### config.mk
export PLATFORM = sky130hd
export DESIGN_NAME = ram_sp_sweep_clear
export DESIGN_NICKNAME = d
export VERILOG_FILES = /design/src/rtl/ram_sp_sweep_clear.sv
export SDC_FILE = /design/constraint.sdc
export NUM_CORES = 1
export LEC_CHECK = 0
export ABC_AREA = 1
export BUFFER_PORTS_ARGS = -buffer_cell sky130_fd_sc_hd__buf_2
export CAP_MARGIN = 20
export CORE_ASPECT_RATIO = 0.6
export CORE_UTILIZATION = 40
export CTS_BUF_LIST = sky130_fd_sc_hd__clkbuf_2 sky130_fd_sc_hd__clkbuf_4 sky130_fd_sc_hd__clkbuf_8
export DETAILED_ROUTE_END_ITERATION = 12
export HOLD_SLACK_MARGIN = 0.1
export PLACE_DENSITY_LB_ADDON = 0.15
export SLEW_MARGIN = 20
export SYNTH_ARGS = -nofsm -noshare
export SYNTH_HDL_FRONTEND = slang
export SYNTH_SLANG_ARGS = --single-unit
export TNS_END_PERCENT = 10
### constraint.sdc
create_clock -name clk -period 4.64 [get_ports clk]
set_input_delay 0.464 -clock clk [delete_from_list [all_inputs] [get_ports clk]]
set_output_delay 0.464 -clock clk [all_outputs]
set_load 0.05 [all_outputs]
### src/rtl/ram_sp_sweep_clear.sv
// Single-port synchronous RAM with a registered read port and a one-word-per-cycle
// clear engine. The caller polls busy before issuing accesses.
module ram_sp_sweep_clear #(
  parameter int DATA_W = 16,
  parameter int DEPTH  = 64,
  parameter int ADDR_W = $clog2(DEPTH)
) (
  input  logic              clk,
  input  logic              rst,
  input  logic              clear,
  input  logic              wr_en,
  input  logic              rd_en,
  input  logic [ADDR_W-1:0] addr,
  input  logic [DATA_W-1:0] data_in,
  output logic [DATA_W-1:0] data_out,
  output logic              rd_valid,
  output logic              busy,
  output logic              rejected
);

  typedef enum logic [0:0] {
    ST_IDLE  = 1'b0,
    ST_CLEAR = 1'b1
  } state_t;

  localparam logic [ADDR_W-1:0] LAST_PTR  = ADDR_W'(DEPTH - 1);
  localparam logic [ADDR_W-1:0] PTR_ONE   = ADDR_W'(1);
  localparam logic [ADDR_W:0]   DEPTH_LIM = (ADDR_W + 1)'(DEPTH);

  state_t            state_r;
  state_t            state_nxt_s;
  logic [ADDR_W-1:0] clr_ptr_r;
  logic [ADDR_W-1:0] clr_ptr_nxt_s;
  logic [DATA_W-1:0] data_out_r;
  logic              rd_valid_r;
  logic              busy_r;
  logic              rejected_r;

  logic [DATA_W-1:0] mem_r [DEPTH];

  logic              mem_we_s;
  logic [ADDR_W-1:0] mem_waddr_s;
  logic [DATA_W-1:0] mem_wdata_s;
  logic              rd_fire_s;
  logic              rej_s;
  logic              addr_ok_s;
  logic [DATA_W-1:0] rd_data_s;

  // Out-of-range addresses only exist when DEPTH is not a power of two
  assign addr_ok_s = ({1'b0, addr} < DEPTH_LIM);
  assign rd_data_s = addr_ok_s ? mem_r[addr] : {DATA_W{1'b0}};

  // Next-state, clear pointer, memory write port and request arbitration
  always_comb begin
    state_nxt_s   = state_r;
    clr_ptr_nxt_s = clr_ptr_r;
    mem_we_s      = 1'b0;
    mem_waddr_s   = clr_ptr_r;
    mem_wdata_s   = {DATA_W{1'b0}};
    rd_fire_s     = 1'b0;
    rej_s         = 1'b0;
    case (state_r)
      ST_CLEAR: begin
        mem_we_s = 1'b1;
        rej_s    = wr_en | rd_en;
        if (clr_ptr_r == LAST_PTR) begin
          state_nxt_s   = ST_IDLE;
          clr_ptr_nxt_s = {ADDR_W{1'b0}};
        end else begin
          clr_ptr_nxt_s = clr_ptr_r + PTR_ONE;
        end
      end
      ST_IDLE: begin
        if (clear) begin
          state_nxt_s   = ST_CLEAR;
          clr_ptr_nxt_s = {ADDR_W{1'b0}};
          rej_s         = wr_en | rd_en;
        end else if (wr_en) begin
          mem_we_s    = addr_ok_s;
          mem_waddr_s = addr;
          mem_wdata_s = data_in;
          rej_s       = rd_en;
        end else if (rd_en) begin
          rd_fire_s = 1'b1;
        end else begin
          rd_fire_s = 1'b0;
        end
      end
      default: begin
        state_nxt_s   = ST_CLEAR;
        clr_ptr_nxt_s = {ADDR_W{1'b0}};
      end
    endcase
  end

  // FSM state and clear pointer; reset starts a fresh sweep from address 0
  always_ff @(posedge clk or posedge rst) begin
    if (rst) begin
      state_r   <= ST_CLEAR;
      clr_ptr_r <= {ADDR_W{1'b0}};
    end else begin
      state_r   <= state_nxt_s;
      clr_ptr_r <= clr_ptr_nxt_s;
    end
  end

  // Registered outputs; data_out only changes when a read completes
  always_ff @(posedge clk or posedge rst) begin
    if (rst) begin
      data_out_r <= {DATA_W{1'b0}};
      rd_valid_r <= 1'b0;
      busy_r     <= 1'b1;
      rejected_r <= 1'b0;
    end else begin
      rd_valid_r <= rd_fire_s;
      busy_r     <= (state_nxt_s == ST_CLEAR);
      rejected_r <= rej_s;
      if (rd_fire_s) begin
        data_out_r <= rd_data_s;
      end
    end
  end

  // Storage array, deliberately unreset; the sweep initialises it
  always_ff @(posedge clk) begin
    if (mem_we_s) begin
      mem_r[mem_waddr_s] <= mem_wdata_s;
    end
  end

  assign data_out = data_out_r;
  assign rd_valid = rd_valid_r;
  assign busy     = busy_r;
  assign rejected = rejected_r;

endmodule
# Word level (Yosys, flattened, before mapping)
# Memories as Yosys holds them, arrays and structs flattened. A register that Yosys moved wholly into a read port is not among the register bits.
# Index checks and enable logic that the tools add are counted.
# W data, S select, Z words.
classes:
  eq_ne: 2
  bitwise_logic: 2
  mux: 24
  addsub: 1
ops:
  columns: ["operator", "n"]
  rows:
  - ["$mux W16", 3]
  - ["$mux W6", 5]
  - ["$mux W1", 12]
  - ["$pmux W6 S2", 1]
  - ["$add A6 B1 Y6 const B", 1]
  - ["$eq A6 B6 Y1 const B", 1]
  - ["$pmux W1 S2", 3]
  - ["$ne A2 B2 Y1 const B", 1]
  - ["$not A1 Y1", 1]
  - ["$or A1 B1 Y1", 1]
totals:
  ff_bits: 9
  ram_bits: 1024
  n_memories: 1
memory_table:
  columns: ["name", "depth", "width", "read_ports", "rd_clocked_by_memory_dff", "wr", "line", "text"]
  rows:
  - ["mem_r", 64, 16, 1, 1, 1, "39", "logic [DATA_W-1:0] mem_r [DEPTH];"]

# Depth between registers and ports, before layout
# Gate-level depths: netlist of run 1.
logic_depth:
  ltp_word: 5
  mapped_depth: 14

# Least setup slack after synthesis of run 1
# No wires, ideal clock.
synth_timing:
  path_kind: "reg-to-reg"
  start: "register, netlist name busy"
  end: "memory mem_r[36][0] (enable)"
  stages_incl_launch_ff: 8
  setup_slack_ps: 1095
  arrival_ps: 3115
  setup_time_ps: 430
  t_required_ps: 4210
  cell_sequence: "dfstp_2 > nor2_4 > nand2_4 > buf_6 > nand2_1 > o21ai_2 > inv_2 > nor4_1"
synth_lines:
  columns: ["element", "line"]
  rows:
  - ["end: declaration", "39"]

==> impl_metrics.json, run 1 <==
{
  "use_met3": 0.0575,
  "seq_area_frac_synth": 0.739,
  "cts_tree": "done",
  "setup_viol": 0,
  "critPathMaxFanout": 22,
  "switching_share": 0.274,
  "clock_skew_ns": 0.0330,
  "max_freq_ghz": 0.321,
  "crit_slowest_cell": "dfstp_2",
  "syn_inst": 3592,
  "cp.arrival_ns": 3.63,
  "cts_buffers": 155,
  "dr_total_vias": 27800,
  "synth_warnings": 0,
  "io_pins": 46,
  "crit_family": "simple AND/OR/NAND/NOR gates",
  "power_switching_uw": 5810,
  "cts_sinks": 1049,
  "cp.buffers_inverters": 3,
  "dr.pass1.iters": 6,
  "place_congestion": 0.859,
  "fp.dieArea_mm2": 0.107,
  "grtUsageMet1": 0.367,
  "syn_area_mm2": 0.0425,
  "combPwrFrac": 0.121,
  "syn-num-nets": 3620,
  "clkTransAtPathRegs_ns": 0.07,
  "grt_overflow_total": 0,
  "wl_per_cell_um": 23.9,
  "ant_nets": 0,
  "coreArea_mm2": 0.105,
  "vias_per_cell": 5.32,
  "rsz0062_at_grt": "false",
  "cts_resized": 0,
  "nNetsFinal": 3736,
  "vdd_ir_drop_max_mv": 0.317,
  "timing_hold_violations_final": 0,
  "cts_buffer_depth": 3,
  "intPower_uw": 15300,
  "die_x_um": 423,
  "grt_pass1_vias": 26100,
  "fp-row-count": 92,
  "clock_latency_ns": 0.84,
  "track_usage": 0.234,
  "grt_max_degree": 169,
  "io_buffers": 45,
  "avgSynthCellArea_um2": 11.8,
  "ys_seq_elements": 1049,
  "end_kind": "flip-flop",
  "setup-tns-final_ns": 0,
  "design_area_mm2": 0.0479,
  "worst_ep_required_time_ns": 5.16,
  "drt-initial-drc-count": 3405,
  "drc": 0,
  "grt_pass1_wl_um": 182000,
  "die_h_um": 254,
  "leakage_uw": 0.0176,
  "drv_slew": 0,
  "critPathKind": "reg2reg",
  "htreeDepth": 4,
  "power.density_mw_per_mm2": 442,
  "drive_above_1_share": 0.123,
  "hpwl_um": 73600,
  "cts_root_buf": "clkbuf_8",
  "p_clk_frac": 0.354,
  "antenna_found_initial": 6,
  "seqPwrFrac": 0.525,
  "syn_to_final_growth_pct": 12.8,
  "grt.met2_usage": 0.317,
  "worst_pin_slew_ns": 1.05,
  "drv_cap": 0,
  "wl_um": 125000,
  "hold_class": "in2reg",
  "max-slew-margin-rel": 0.297,
  "gr-max-usage-layer": "met1",
  "period_needed_ns": 3.11,
  "initial_core_util": 0.404,
  "placed_area_mm2": 0.0448,
  "synthDistinctLibCells": 31,
  "period_share": 0.671,
  "startpoint_type": "flip-flop",
  "outcome": "complete, no violations",
  "worstPathCellList": "nor2_4 > nand2_4 > buf_4 > nand2_1 > o21ai_1 > inv_1 > nor2_1 > nand2_1 > nor2_1 > buf_4",
  "slowest_delay_ns": 0.61
}
placed cells by master, fill, tap and decap left out, drive strengths merged, types with 3 or more instances in the layout:
| master | instances |
|---|---|
| buf | 174 |
| bufinv | 3 |
| clkbuf | 219 |
| clkinv | 41 |
| clkinvlp | 6 |
| dfrtp | 24 |
| diode | 3 |
| dlygate4sd3 | 10 |
| edfxtp | 1024 |
| inv | 40 |
| nand2 | 1232 |
| nand3 | 934 |
| nand4 | 8 |
| nor2 | 76 |
| nor4 | 8 |
| o21ai | 9 |
| o22ai | 3 |
| xor2 | 3 |
sequential cells by signal, summed over array words and instances (netlist names):
register and count:
mem_r 1024, data_out 16, clr_ptr_r 6, busy 1, rd_valid 1, rejected 1
synth_stat cells:
master / n / area [um2]
a22oi_1: 1 / 7.51
a31oi_1: 1 / 6.26
buf_1: 29 / 109
buf_2: 142 / 711
buf_6: 2 / 22.5
clkbuf_1: 52 / 195
clkinv_1: 1 / 3.75
dfrtp_1: 24 / 601
dfstp_2: 1 / 26.3
edfxtp_1: 1024 / 30700
ha_1: 1 / 12.5
inv_1: 33 / 124
inv_2: 5 / 18.8
maj3_1: 1 / 10.0
nand2_1: 1231 / 4620
nand2_4: 1 / 11.3
nand3_1: 933 / 4670
nand3_2: 1 / 10.0
nand4_1: 3 / 18.8
nand4_2: 5 / 62.6
nor2_1: 75 / 282
nor2_4: 1 / 11.3
nor3_1: 1 / 5.00
nor4_1: 8 / 50.1
o21ai_0: 3 / 15.0
o21ai_1: 2 / 10.0
o21ai_2: 3 / 26.3
o21ai_4: 1 / 16.3
o22ai_1: 3 / 18.8
o31ai_1: 1 / 7.51
xor2_1: 3 / 26.3
worst min-delay path, stage by stage:
cell	delay, ns
buf_2	0.09
inv_1	0.08
nor2_4	0.14
power by group through the flow:
stage	Combinational [uW]	Sequential [uW]	Clock (uW)
3_5_place_dp	2540	11300	0
6_report	2560	11100	7480
2_1_floorplan	1270	11400	0
4_1_cts	2550	11100	7650
5_1_grt	2750	11100	8010
3_3_place_gp	2530	11300	0
per-layer routing:
metal	wire length [um]	share of wire
met2	51000	0.41
met4	2100	0.017
met1	60900	0.49
met5	13	0.00010
met3	11200	0.090
kinds of logic (layout without fill, tap and decap cells):
group           Yosys count  in the layout  share of synthesized area
compound gates           15             15                    0.00253
xor+xnor                  3              3                   0.000619
fa+ha+maj                 2              2                   0.000530
buf+inv                 264            493                     0.0279
flops                  1049           1049                      0.739
other cells               0              3                          0
simple gates           2259           2259                      0.229
path summary, 6_finish.rpt:
check	startpoint	to	slack, ns	cells after the start
worst min register to register	data_out[5]	data_out[5]	0.49	2
max in group asynchronous	rst	data_out[10]	3.96	3
worst max register to register	busy	mem_r[8][2]	1.53	10
min in group asynchronous	rst	data_out[6]	0.25	3
worst max-delay path	busy	mem_r[8][2]	1.53	10
worst min-delay path	data_in[9]	mem_r[20][9]	0.17	3
metrics by stage:
stage               worst slack (ns)   util  hold WS (ns)  total power, uW  std cells
finish                          1.53  0.456         0.172            21200       5234
global route                    1.24  0.456         0.145            21900       5232
CTS                             1.51  0.456         0.103            21300       5231
detailed placement              1.51  0.426         0.476            13900       4951
global placement                1.52  0.426         0.471            13800       4951
floorplan                       1.09      -         0.491            12700       3592
final cells by class:
cell class / instances / area (um2)
Multi-Input combinational cell: 2279 / 10100
Clock inverter: 51 / 323
Timing Repair Buffer: 184 / 1510
Antenna cell: 3 / 7.51
Fill cell: 9692 / 57200
Sequential cell: 1049 / 31400
Inverter: 39 / 164
Tap cell: 1410 / 1760
Clock buffer: 219 / 2670
repair_timing:
item,in CTS,in global routing
hold buffers,10,0
endpoints found under the hold margin,115,0
setup buffers,0,0
Power figures use the tool's default switching activity.
==> run 2, diff against run 1 <==
==> constraint.sdc (replaced) <==
create_clock -name clk -period 3 [get_ports clk]
set_input_delay 0.3 -clock clk [delete_from_list [all_inputs] [get_ports clk]]
set_output_delay 0.3 -clock clk [all_outputs]
set_load 0.05 [all_outputs]
==> run 2 against run 1 <==
Final cell count increased by 0.65%. Non-clock buffer count increased by 39. Critical path type unchanged. Combinational power increased by 56%. Largest power group unchanged. Highest routed layer is now met4. Largest cell class unchanged.
==> impl_metrics.json, run 2 (synthesis gave the netlist of run 1 again) <==
{
  "drv_cap": 0,
  "grt_overflow_total": 0,
  "worstPathCellList": "nor2_4 > nand2_4 > o21ai_2 > nand4_2 > nor2_1 > buf_4",
  "leakage_uw": 0.0178,
  "die_h_um": 254,
  "power.density_mw_per_mm2": 673,
  "wl_per_cell_um": 24.0,
  "largest_reg_flops": 1024,
  "timing_hold_violations_final": 0,
  "design_area_mm2": 0.0485,
  "fill_cells": 9707,
  "fp-row-count": 92,
  "worst_pin_slew_ns": 1.10,
  "seqPwrFrac": 0.526,
  "vdd_ir_drop_max_mv": 0.502,
  "placed_area_mm2": 0.0453,
  "io_pins": 46,
  "crit_slowest_cell": "nand4_2",
  "startpoint_type": "flip-flop",
  "hpwl_um": 72300,
  "initial_core_util": 0.404,
  "grt_max_degree": 101,
  "max_freq_ghz": 0.354,
  "crit_family": "simple AND/OR/NAND/NOR gates",
  "drc": 0,
  "period_needed_ns": 2.83,
  "vias_per_cell": 5.28,
  "track_usage": 0.236,
  "setup_viol": 0,
  "top_register": "mem_r",
  "hold_ws_ns": 0.164,
  "cts_buffers": 153,
  "cts_buffer_depth": 3,
  "clock_latency_ns": 0.85,
  "period_share": 0.942,
  "cts_sinks": 1049,
  "drive_above_1_share": 0.128,
  "critPathMaxFanout": 16,
  "htreeDepth": 4,
  "grt_pass1_wl_um": 184000,
  "antenna_found_initial": 2,
  "hold_class": "in2reg",
  "most-common-layout-cells": "nand2_1, edfxtp_1, nand3_1",
  "syn_to_final_growth_pct": 14.1,
  "finalPower_uw": 32600,
  "drt-initial-drc-count": 3059,
  "switching_share": 0.271,
  "mostFrequentLayoutCell": "nand2_1",
  "p_clk_frac": 0.351,
  "slowest_delay_ns": 0.66,
  "grt_pass1_vias": 26100,
  "cts_resized": 0,
  "place_congestion": 0.851,
  "max-slew-margin-rel": 0.264,
  "clock_skew_ns": 0.0245,
  "cp.arrival_ns": 3.34,
  "power_switching_uw": 8820,
  "holdBufCountCts": 16,
  "rsz0062_at_grt": "false",
  "worst_ep_required_time_ns": 3.51,
  "nNetsFinal": 3773,
  "combPwrFrac": 0.122,
  "cts_setup_buffers": 0,
  "wl_um": 126000,
  "fp.dieArea_mm2": 0.107,
  "outcome": "complete, no violations",
  "end_kind": "flip-flop",
  "intPower_uw": 23800,
  "critPathKind": "reg2reg",
  "cts_tree": "done",
  "dr_total_vias": 27800,
  "cp.buffers_inverters": 1,
  "cts_root_buf": "clkbuf_8",
  "clkTransAtPathRegs_ns": 0.07,
  "coreArea_mm2": 0.105,
  "die_x_um": 423,
  "dr.pass1.iters": 5,
  "drv_slew": 0,
  "io_buffers": 45,
  "ant_nets": 0
}
==> run 2: cell types whose count changed in the layout (fill, tap and decap cells not counted) <==
cell	change
buf_12	+24
buf_4	+9
clkinv_2	-7
dlygate4sd3_1	+6
clkinv_1	+5
clkbuf_4	-2
clkinvlp_4	-1
inv_1	+1
inv_2	-1
==> run 2: worst reg2reg max path: stages (launching register included) <==
cell	delay [ns]
dfstp_2	0.41
nor2_4	0.17
nand2_4	0.15
o21ai_2	0.47
nand4_2	0.66
nor2_1	0.30
buf_4	0.32
==> run 2: final timing paths <==
check	start	end	slack (ns)	depth (start not counted)
min reg2reg	data_out[12]	data_out[12]	0.48	2
min	data_in[2]	mem_r[24][2]	0.16	4
max reg2reg	busy	mem_r[60][13]	0.17	6
max	busy	mem_r[60][13]	0.17	6
min in group asynchronous	rst	rejected	0.62	5
max in group asynchronous	rst	busy	2.04	5
==> run 2: per-layer routing <==
metal | up-vias | wire length (um) | global-route usage
met1 | 13700 | 60400 | 0.364
li1 | 13000 | - | -
met3 | 140 | 11200 | 0.0597
met5 | - | 0 | 0
met2 | 1027 | 52600 | 0.326
met4 | 0 | 2250 | 0.0663
==> run 2: final cells by class <==
| type | instances | area [um2] | share of cell area |
|---|---|---|---|
| Antenna cell | 3 | 7.51 | 0.000155 |
| Clock buffer | 217 | 2660 | 0.0548 |
| Clock inverter | 48 | 299 | 0.00617 |
| Inverter | 39 | 164 | 0.00338 |
| Multi-Input combinational cell | 2279 | 10100 | 0.208 |
| Sequential cell | 1049 | 31400 | 0.647 |
| Tap cell | 1410 | 1760 | 0.0364 |
| Timing Repair Buffer | 223 | 2120 | 0.0437 |
==> run 2: per-stage QoR <==
step | util | setup WS, ns | instances | TNS (ns)
final | 0.461 | 0.173 | 5268 | 0
after global routing | 0.461 | 0.0600 | 5266 | 0
after CTS | 0.461 | 0.231 | 5265 | 0
after detailed placement | 0.431 | 0.253 | 4984 | 0
after global placement | 0.431 | 0.250 | 4984 | 0
after floorplan | - | -0.545 | 3592 | -137.13
==> run 2: power groups by stage <==
stage	clock [uW]	combinational (uW)	sequential, uW
6_report	11500	3990	17200
5_1_grt	12300	4290	17200
4_1_cts	11700	3980	17200
3_5_place_dp	0	3960	17500
3_3_place_gp	0	3930	17500
2_1_floorplan	0	1960	17700
